<file path="config.mk">
export PLATFORM = sky130hd
export DESIGN_NAME = hidden_cpu_program_feeder
export DESIGN_NICKNAME = d
export VERILOG_FILES = /design/src/rtl/hidden_cpu_program_feeder.sv
export SDC_FILE = /design/constraint.sdc
export NUM_CORES = 1
export LEC_CHECK = 0
export ABC_CLOCK_PERIOD_IN_PS = 3900
export BUFFER_PORTS_ARGS = -buffer_cell sky130_fd_sc_hd__buf_2
export CAP_MARGIN = 30
export CORE_MARGIN = 4
export CORE_UTILIZATION = 50
export DETAILED_ROUTE_END_ITERATION = 10
export GPL_TIMING_DRIVEN = 0
export HOLD_SLACK_MARGIN = 0.02
export PLACE_DENSITY = 0.67
export SETUP_SLACK_MARGIN = 0.15
export SLEW_MARGIN = 20
export SYNTH_ARGS = -nofsm -noshare
export SYNTH_HDL_FRONTEND = slang
export SYNTH_SLANG_ARGS = --single-unit
</file>
<file path="constraint.sdc">
create_clock -name clk -period 3.9 [get_ports clk]
set_clock_uncertainty 0.15 [all_clocks]
set_input_delay 0.39 -clock clk [delete_from_list [all_inputs] [get_ports clk]]
set_output_delay 0.39 -clock clk [all_outputs]
set_load 0.05 [all_outputs]
</file>
<file path="src/rtl/hidden_cpu_program_feeder.sv">
// rtl/hidden_cpu_program_feeder.sv - program store and pin driver feeding an 8-bit CPU
// Define FEEDER_LOOP_EN to replay the program continuously until abort.
module hidden_cpu_program_feeder #(
  parameter int DEPTH       = 16,
  parameter int AW          = 4,
  parameter int RST_CYCLES  = 2,
  parameter int HALF_PERIOD = 1
) (
  input  logic          clk,
  input  logic          rst,
  input  logic          load_valid,
  output logic          load_ready,
  input  logic [5:0]    load_data,
  input  logic          load_clear,
  input  logic          start,
  input  logic          abort,
  output logic [7:0]    cpu_io_in,
  input  logic [7:0]    cpu_io_out,
  output logic [7:0]    sample,
  output logic          sample_valid,
  output logic [AW-1:0] sample_idx,
  output logic          busy,
  output logic          done
);
  localparam int HW = (HALF_PERIOD > 1) ? $clog2(HALF_PERIOD) : 1;
  localparam int RW = (RST_CYCLES > 1) ? $clog2(RST_CYCLES) : 1;
  localparam logic [AW:0]   FULL   = (AW+1)'(DEPTH);
  localparam logic [HW-1:0] H_LAST = HW'(HALF_PERIOD - 1);
  localparam logic [RW-1:0] R_LAST = RW'((RST_CYCLES > 0) ? RST_CYCLES - 1 : 0);

  typedef enum logic [2:0] {S_IDLE, S_RSTCPU, S_SETUP, S_PULSE, S_FINISH} state_t;

  state_t        state_q, state_d;
  logic [AW:0]   count_q, count_d;
  logic [AW:0]   ptr_q, ptr_d;
  logic [HW-1:0] hcnt_q, hcnt_d;
  logic [RW-1:0] rcnt_q, rcnt_d;
  logic          clk_hi_q, clk_hi_d;
  logic [7:0]    cpu_io_q, cpu_io_d;
  logic [7:0]    sample_q, sample_d;
  logic [AW-1:0] sample_idx_q, sample_idx_d;
  logic          sample_valid_q, sample_valid_d;
  logic          done_q, done_d;
  logic [5:0]    mem_q [DEPTH];
  logic          mem_we;
  logic          last_half;

  // Program store is deliberately not reset; count_q gates every access.
  always_ff @(posedge clk) begin
    if (mem_we) begin
      mem_q[count_q[AW-1:0]] <= load_data;
    end
  end

  always_comb begin
    state_d        = state_q;
    count_d        = count_q;
    ptr_d          = ptr_q;
    hcnt_d         = hcnt_q;
    rcnt_d         = rcnt_q;
    clk_hi_d       = clk_hi_q;
    sample_d       = sample_q;
    sample_idx_d   = sample_idx_q;
    sample_valid_d = 1'b0;
    done_d         = 1'b0;
    mem_we         = 1'b0;
    cpu_io_d       = 8'h00;
    last_half      = (hcnt_q == H_LAST);
    load_ready     = (state_q == S_IDLE) && (count_q != FULL);

    unique case (state_q)
      S_IDLE: begin
        if (start && (count_q != '0)) begin
          ptr_d    = '0;
          hcnt_d   = '0;
          rcnt_d   = '0;
          clk_hi_d = 1'b0;
          state_d  = (RST_CYCLES > 0) ? S_RSTCPU : S_SETUP;
        end else if (load_clear) begin
          count_d = '0;
        end else if (load_valid && load_ready) begin
          mem_we  = 1'b1;
          count_d = count_q + 1'b1;
        end
      end
      S_RSTCPU: begin
        if (last_half) begin
          hcnt_d   = '0;
          clk_hi_d = ~clk_hi_q;
          if (clk_hi_q) begin
            if (rcnt_q == R_LAST) begin
              state_d = S_SETUP;
            end else begin
              rcnt_d = rcnt_q + 1'b1;
            end
          end
        end else begin
          hcnt_d = hcnt_q + 1'b1;
        end
      end
      S_SETUP: begin
        if (last_half) begin
          hcnt_d  = '0;
          state_d = S_PULSE;
        end else begin
          hcnt_d = hcnt_q + 1'b1;
        end
      end
      S_PULSE: begin
        if (last_half) begin
          hcnt_d         = '0;
          sample_d       = cpu_io_out;
          sample_idx_d   = ptr_q[AW-1:0];
          sample_valid_d = 1'b1;
          if (ptr_q == count_q - 1'b1) begin
`ifdef FEEDER_LOOP_EN
            ptr_d   = '0;
            state_d = S_SETUP;
`else
            state_d = S_FINISH;
`endif
          end else begin
            ptr_d   = ptr_q + 1'b1;
            state_d = S_SETUP;
          end
        end else begin
          hcnt_d = hcnt_q + 1'b1;
        end
      end
      S_FINISH: begin
        done_d  = 1'b1;
        state_d = S_IDLE;
      end
      default: state_d = S_IDLE;
    endcase

    if (abort && (state_q != S_IDLE)) begin
      state_d        = S_IDLE;
      sample_d       = sample_q;
      sample_idx_d   = sample_idx_q;
      sample_valid_d = 1'b0;
      done_d         = 1'b0;
    end

    // Pins are registered from the next state so the CPU clock bit never glitches.
    unique case (state_d)
      S_RSTCPU: cpu_io_d = {6'b0, 1'b1, clk_hi_d};
      S_SETUP:  cpu_io_d = {mem_q[ptr_d[AW-1:0]], 2'b00};
      S_PULSE:  cpu_io_d = {mem_q[ptr_d[AW-1:0]], 2'b01};
      default:  cpu_io_d = 8'h00;
    endcase
  end

  always_ff @(posedge clk or negedge rst) begin
    if (!rst) begin
      state_q        <= S_IDLE;
      count_q        <= '0;
      ptr_q          <= '0;
      hcnt_q         <= '0;
      rcnt_q         <= '0;
      clk_hi_q       <= 1'b0;
      cpu_io_q       <= 8'h00;
      sample_q       <= 8'h00;
      sample_idx_q   <= '0;
      sample_valid_q <= 1'b0;
      done_q         <= 1'b0;
    end else begin
      state_q        <= state_d;
      count_q        <= count_d;
      ptr_q          <= ptr_d;
      hcnt_q         <= hcnt_d;
      rcnt_q         <= rcnt_d;
      clk_hi_q       <= clk_hi_d;
      cpu_io_q       <= cpu_io_d;
      sample_q       <= sample_d;
      sample_idx_q   <= sample_idx_d;
      sample_valid_q <= sample_valid_d;
      done_q         <= done_d;
    end
  end

  assign cpu_io_in    = cpu_io_q;
  assign sample       = sample_q;
  assign sample_idx   = sample_idx_q;
  assign sample_valid = sample_valid_q;
  assign done         = done_q;
  assign busy         = (state_q != S_IDLE);

endmodule

</file>
# Word level (Yosys, flattened, before mapping)
# Memory sizes are Yosys's and may differ from the RTL's.
# Index checks and enable logic that the tools add are counted.
# op_classes
n_addsub	5
multipliers	0
n_div	0
magnitude_cmp	0
eq_ne	14
n_shift	0
n_mux	37
bitwise_logic	4
reduce_logical	17
# ops
cell	count
2-to-1 mux 5 bit	5
2-to-1 mux 3 bit	8
one-hot mux 8 bit (3 select lines)	1
2-to-1 mux 1 bit	18
equality test 3 x 2 -> 1 bit, second input constant	4
one-hot mux 3 bit (4 select lines)	1
adder 5 x 1 -> 5 bit, second input constant	2
one-hot mux 5 bit (2 select lines)	1
inequality test 2 bit, second input constant	4
AND reduction 4 bit	2
nonzero test 2 bit	4
equality test 3 x 1 -> 1 bit, second input constant	2
one-hot mux 1 bit (2 select lines)	3
AND reduction 3 bit	2
equality test 5 bit	1
inequality test 5 bit, second input constant	1
nonzero test 5 bit	1
subtractor 5 x 1 -> 5 bit, second input constant	1
logical AND 1 bit	4
NOT 1 bit	4
equality test 3 bit, second input constant	1
logical NOT 3 bit	1
nonzero test 3 bit	1
OR reduction 3 bit	1
3 further kinds	4
# totals
regBits	38
latchBits	0
ram_bits	96
mem_bits_ro	0
in_bits	20
n_memories	1
# mem_list
name	depth	word_bits	read_ports	rd_ports_with_merged_regs	wr	line	rtl
mem_q	16	6	1	0	1	44	logic [5:0] mem_q [DEPTH];

# Longest topological paths before layout
# depth
ltp_word	9
mapped_depth	12

# Worst setup path after synthesis
# No wires, ideal clock.
# synth_path
path_type	reg-to-reg
from	register state_q[0]
to	memory mem_q[9][0] (enable)
setup_ns	0.378
t_arrival_ns	3.427
required_time_ns	3.372
setup_slack_ns	-0.055
path_stages_with_launch	9
n_path_buf	1
path_cell_list	dfrtp_1 -> buf_2 -> nor3_2 -> inv_1 -> a31oi_1 -> nand2_1 -> a211oi_1 -> nand2_1 -> nor3b_1
# synth_between
elab_chain_cells	9
# synth_lines
element	line	rtl
start: declaration	33	state_t state_q, state_d;
start signal: assignment	168	state_q <= state_d;
logical NOT 3 bit	69	load_ready = (state_q == S_IDLE) && (count_q != FULL);
logical AND 1 bit	69	
via load_ready	12	output logic load_ready,
logical AND 1 bit	81	end else if (load_valid && load_ready) begin
2-to-1 mux 1 bit	81	
2-to-1 mux 1 bit	79	end else if (load_clear) begin
2-to-1 mux 1 bit	73	if (start && (count_q != '0)) begin
2-to-1 mux 1 bit	71	unique case (state_q)
2-to-1 mux 1 bit	50	if (mem_we) begin
2-to-1 mux 1 bit (implied by the code)	51	mem_q[count_q[AW-1:0]] <= load_data;
end: declaration	44	
# The timed path passes the listed nets, and every way through them passes these cells.

# Worst setup path after layout
# layout_path
from	register count_q[0]
to	register cpu_io_q[4] (netlist: cpu_io_in[4])
# layout_between
elab_chain_cells	8
# layout_lines
element	line	rtl
start: declaration	34	logic [AW:0] count_q, count_d;
start signal: assignment	169	count_q <= count_d;
branches (longest 7 deep; another with memory (16 x 6 bit))	--	
one-hot mux 8 bit (3 select lines) (*)	146	unique case (state_d)
via cpu_io_d[4]	39	logic [7:0] cpu_io_q, cpu_io_d;
end signal: assignment	174	cpu_io_q <= cpu_io_d;
end: declaration	39	
# Mark *: on every way through the listed nets, which the timed path passes. The select of a mux whose other input is x is not followed.
# A chain may end at the register's enable or synchronous reset.

==> impl_metrics.csv <==
group,metric,value,unit
worst_setup_path,end_kind,"flop",
floorplan,initial_core_util,51.29,%
placed_design,dp_hpwl,9682,um
timing,fin_crit_sh,92.24,%
power,ir_drop,0.0003629,V
worst_setup_path,worstReg2RegEnd,"cpu_io_in[4]",
synth,syn_inst,446,
timing,fin_hold_ws,0.05545,ns
power,power.density,578.9,nW/um^2
cells_and_area,final_common_cell,"edfxtp_1",
worst_setup_path,crit_fanout,9,
worst_setup_path,reg2reg_from,"count_q[0]",
synth,synth_area,5882,um^2
routing,drt_iter0_markers,480,
synth,ys_types,59,
worst_hold_path,hp-start,"cpu_io_out[3]",
synth,synth_area_per_cell,13.19,um^2
cts,clockBufferDepth,2,
cts,tritoncts,"yes",
placed_design,numPortBuffers,43,
grt,grt_pass1_vias,3935,
routing,num_vias,4080,
grt,grt_pass1_wl,21480,um
grt,track_usage,21.52,%
synth,yosys_warnings,0,
timing,maxClockFrequency,278.0,MHz
worst_setup_path,crit_arrival,3.71,ns
timing,slew_violations,0,
cts,cts_buffers,17,
cells_and_area,area_growth,17.46,%
synth,ys_ff_latch,133,
routing,drc,0,
worst_hold_path,min_path_cells,2,
cts,clk_latency,0.42,ns
worst_hold_path,min_to,"sample[3]",
routing,wirelength,13630,um
synth,synth_flop_cell,"edfxtp_1",
power,total_power,4000,uW
outcome,status,"completed",
routing,drt-vias-per-instance,6.099,
cells_and_area,final_cell_mix,"96 x edfxtp_1, 51 x buf_2, 39 x o21ai_0, 38 x nand3_1, 37 x dfrtp_1",
routing,dr.pass1.iters,7,
floorplan,core_area,11470,um^2
synth,async_reset_ff_share,27.82,%
cts,clk_pin_slew,0.06,ns
worst_setup_path,crit_type,"flop to flop",
cts,cts_sinks,133,
routing,ant_nets,0,
job,max-cap-violations,0,
timing,tightest_slew,0.8840,ns
synth,synth_nets,471,
grt,grt_overflow,0,
cells_and_area,drive_gt1_share,24.52,%
power,leakage,0.002565,uW
timing,finalSetupViolCount,0,
floorplan,die_w,116.5,um
floorplan,die_h,116.5,um
cells_and_area,finalNetCount,538,
cts,cts_root_buf,"clkbuf_16",
worst_setup_path,startpoint_type,"flop",
timing,finalCriticalPeriod,3.597,ns
timing,final_hold_viol_count,0,
grt,antenna_found_initial,0,
worst_setup_path,r2r_setup_slack,0.30,ns
worst_hold_path,hold_path.class,"primary input to flop",
timing,rsz0062_at_grt,"false",
floorplan,die_area,13560,um^2
floorplan,rows,39,
synth,synth-edff-count,96,
grt,grt_start_max_net_pins,38,
floorplan,io_pins,44,
routing,post_drt_wl_per_cell,20.37,um
cts,htreeDepth,4,
worst_setup_path,r2r_cells,10,
synth,ys_seq_area_share,64.75,%
placed_design,gp_congestion,0.8860,
worst_setup_path,crit_required,4.02,ns
timing,relSlewSlack,40.61,%
cells_and_area,antenna_cells,0,
-- per-layer routing --
metal	share of wire (%)	wire (um)	GRT usage, %
met1	43	5801	29.33
met4	0.84	114	6.187
met2	49	6643	33.87
met3	7.8	1066	6.218
met5	0	0	0
-- where the power goes --
group          leakage, uW  switching [uW]  internal (uW)
clock network     0.000264             559            859
logic             0.000938             619            281
registers          0.00136            62.3           1620
-- area by class of cell --
type	instances	area [um^2]
timing repair buffer	48	260.3
multi-input combinational	274	1947
buffer	30	147.6
tap	143	178.9
inverter	9	33.78
fill	908	4558
clock buffer	24	481.7
sequential	133	3809
clock inverter	8	51.30
-- stage by stage --
step / setup TNS, ns / std cells / utilization (%) / instance area [um^2] / setup WS, ns
after global routing: 0 / 669 / 60.25 / 6909 / 0.1350
after floorplan: 0 / 446 / - / 5888 / 0.2752
final: 0 / 669 / 60.25 / 6909 / 0.3028
after CTS: 0 / 668 / 59.80 / 6858 / 0.1575
after detailed placement: 0 / 635 / 55.06 / 6314 / 0.1314
after global placement: -0.3671 / 632 / 54.78 / 6282 / -0.03935
-- registers in the layout, indices dropped and copies added (netlist names) --
signal,count
sample_idx,4
sample,8
rcnt_q,1
state_q,3
mem_q,96
done,1
sample_valid,1
cpu_io_in,8
clk_hi_q,1
ptr_q,5
count_q,5
-- kinds of logic after synthesis --
logic type | share of synthesized area (%)
adder cells (fa/ha/maj) | 1.064
AND/OR/NAND/NOR | 11.02
XOR/XNOR | 0.8934
buffers and inverters | 2.978
AO/OA/AOI/OAI | 13.61
multiplexers | 5.680
flip-flops | 64.75
-- worst max-delay path by stage --
stage | start | end | slack, ns | cells past startpoint
floorplan | state_q[0] | mem_q[9][0] | 0.28 | 8
global placement | count_q[0] | mem_q[9][4] | -0.04 | 7
detailed placement | count_q[0] | cpu_io_in[3] | 0.13 | 10
CTS | count_q[0] | cpu_io_in[6] | 0.16 | 10
global route | count_q[0] | cpu_io_in[3] | 0.13 | 12
finish | count_q[0] | cpu_io_in[4] | 0.30 | 10
-- critical path: stages, from the launching register on --
cell      delay, ns
dfrtp_1        0.48
inv_1          0.14
ha_2           0.28
or3b_1         0.35
buf_2          0.16
o211ai_4       0.32
o211ai_1       0.28
a211oi_4       0.59
a32oi_1        0.29
a22oi_1        0.27
o221ai_1       0.15
-- repair_timing --
item | 4_1_cts | 5_1_grt
endpoints found under the hold margin | 37 | 0
resized for setup | 1 | 13
hold buffers | 1 | 0
buffers inserted | 0 | 0
endpoints found under the setup margin | 2 | 16
-- cells in the mapped netlist (all sizes together) (8+ instances only) --
master	number	share of area, %
a21oi	8	0.81
buf	10	1.1
o21ai	40	3.5
inv	9	0.57
dfrtp	37	16
mux2i	12	2.0
nor2	13	0.87
clkbuf	20	1.3
nand2	22	1.5
nand3	38	3.2
mux2	19	3.6
nor3	11	1.0
a32oi	20	3.0
edfxtp	96	49
(Power assumes the default switching activity.)
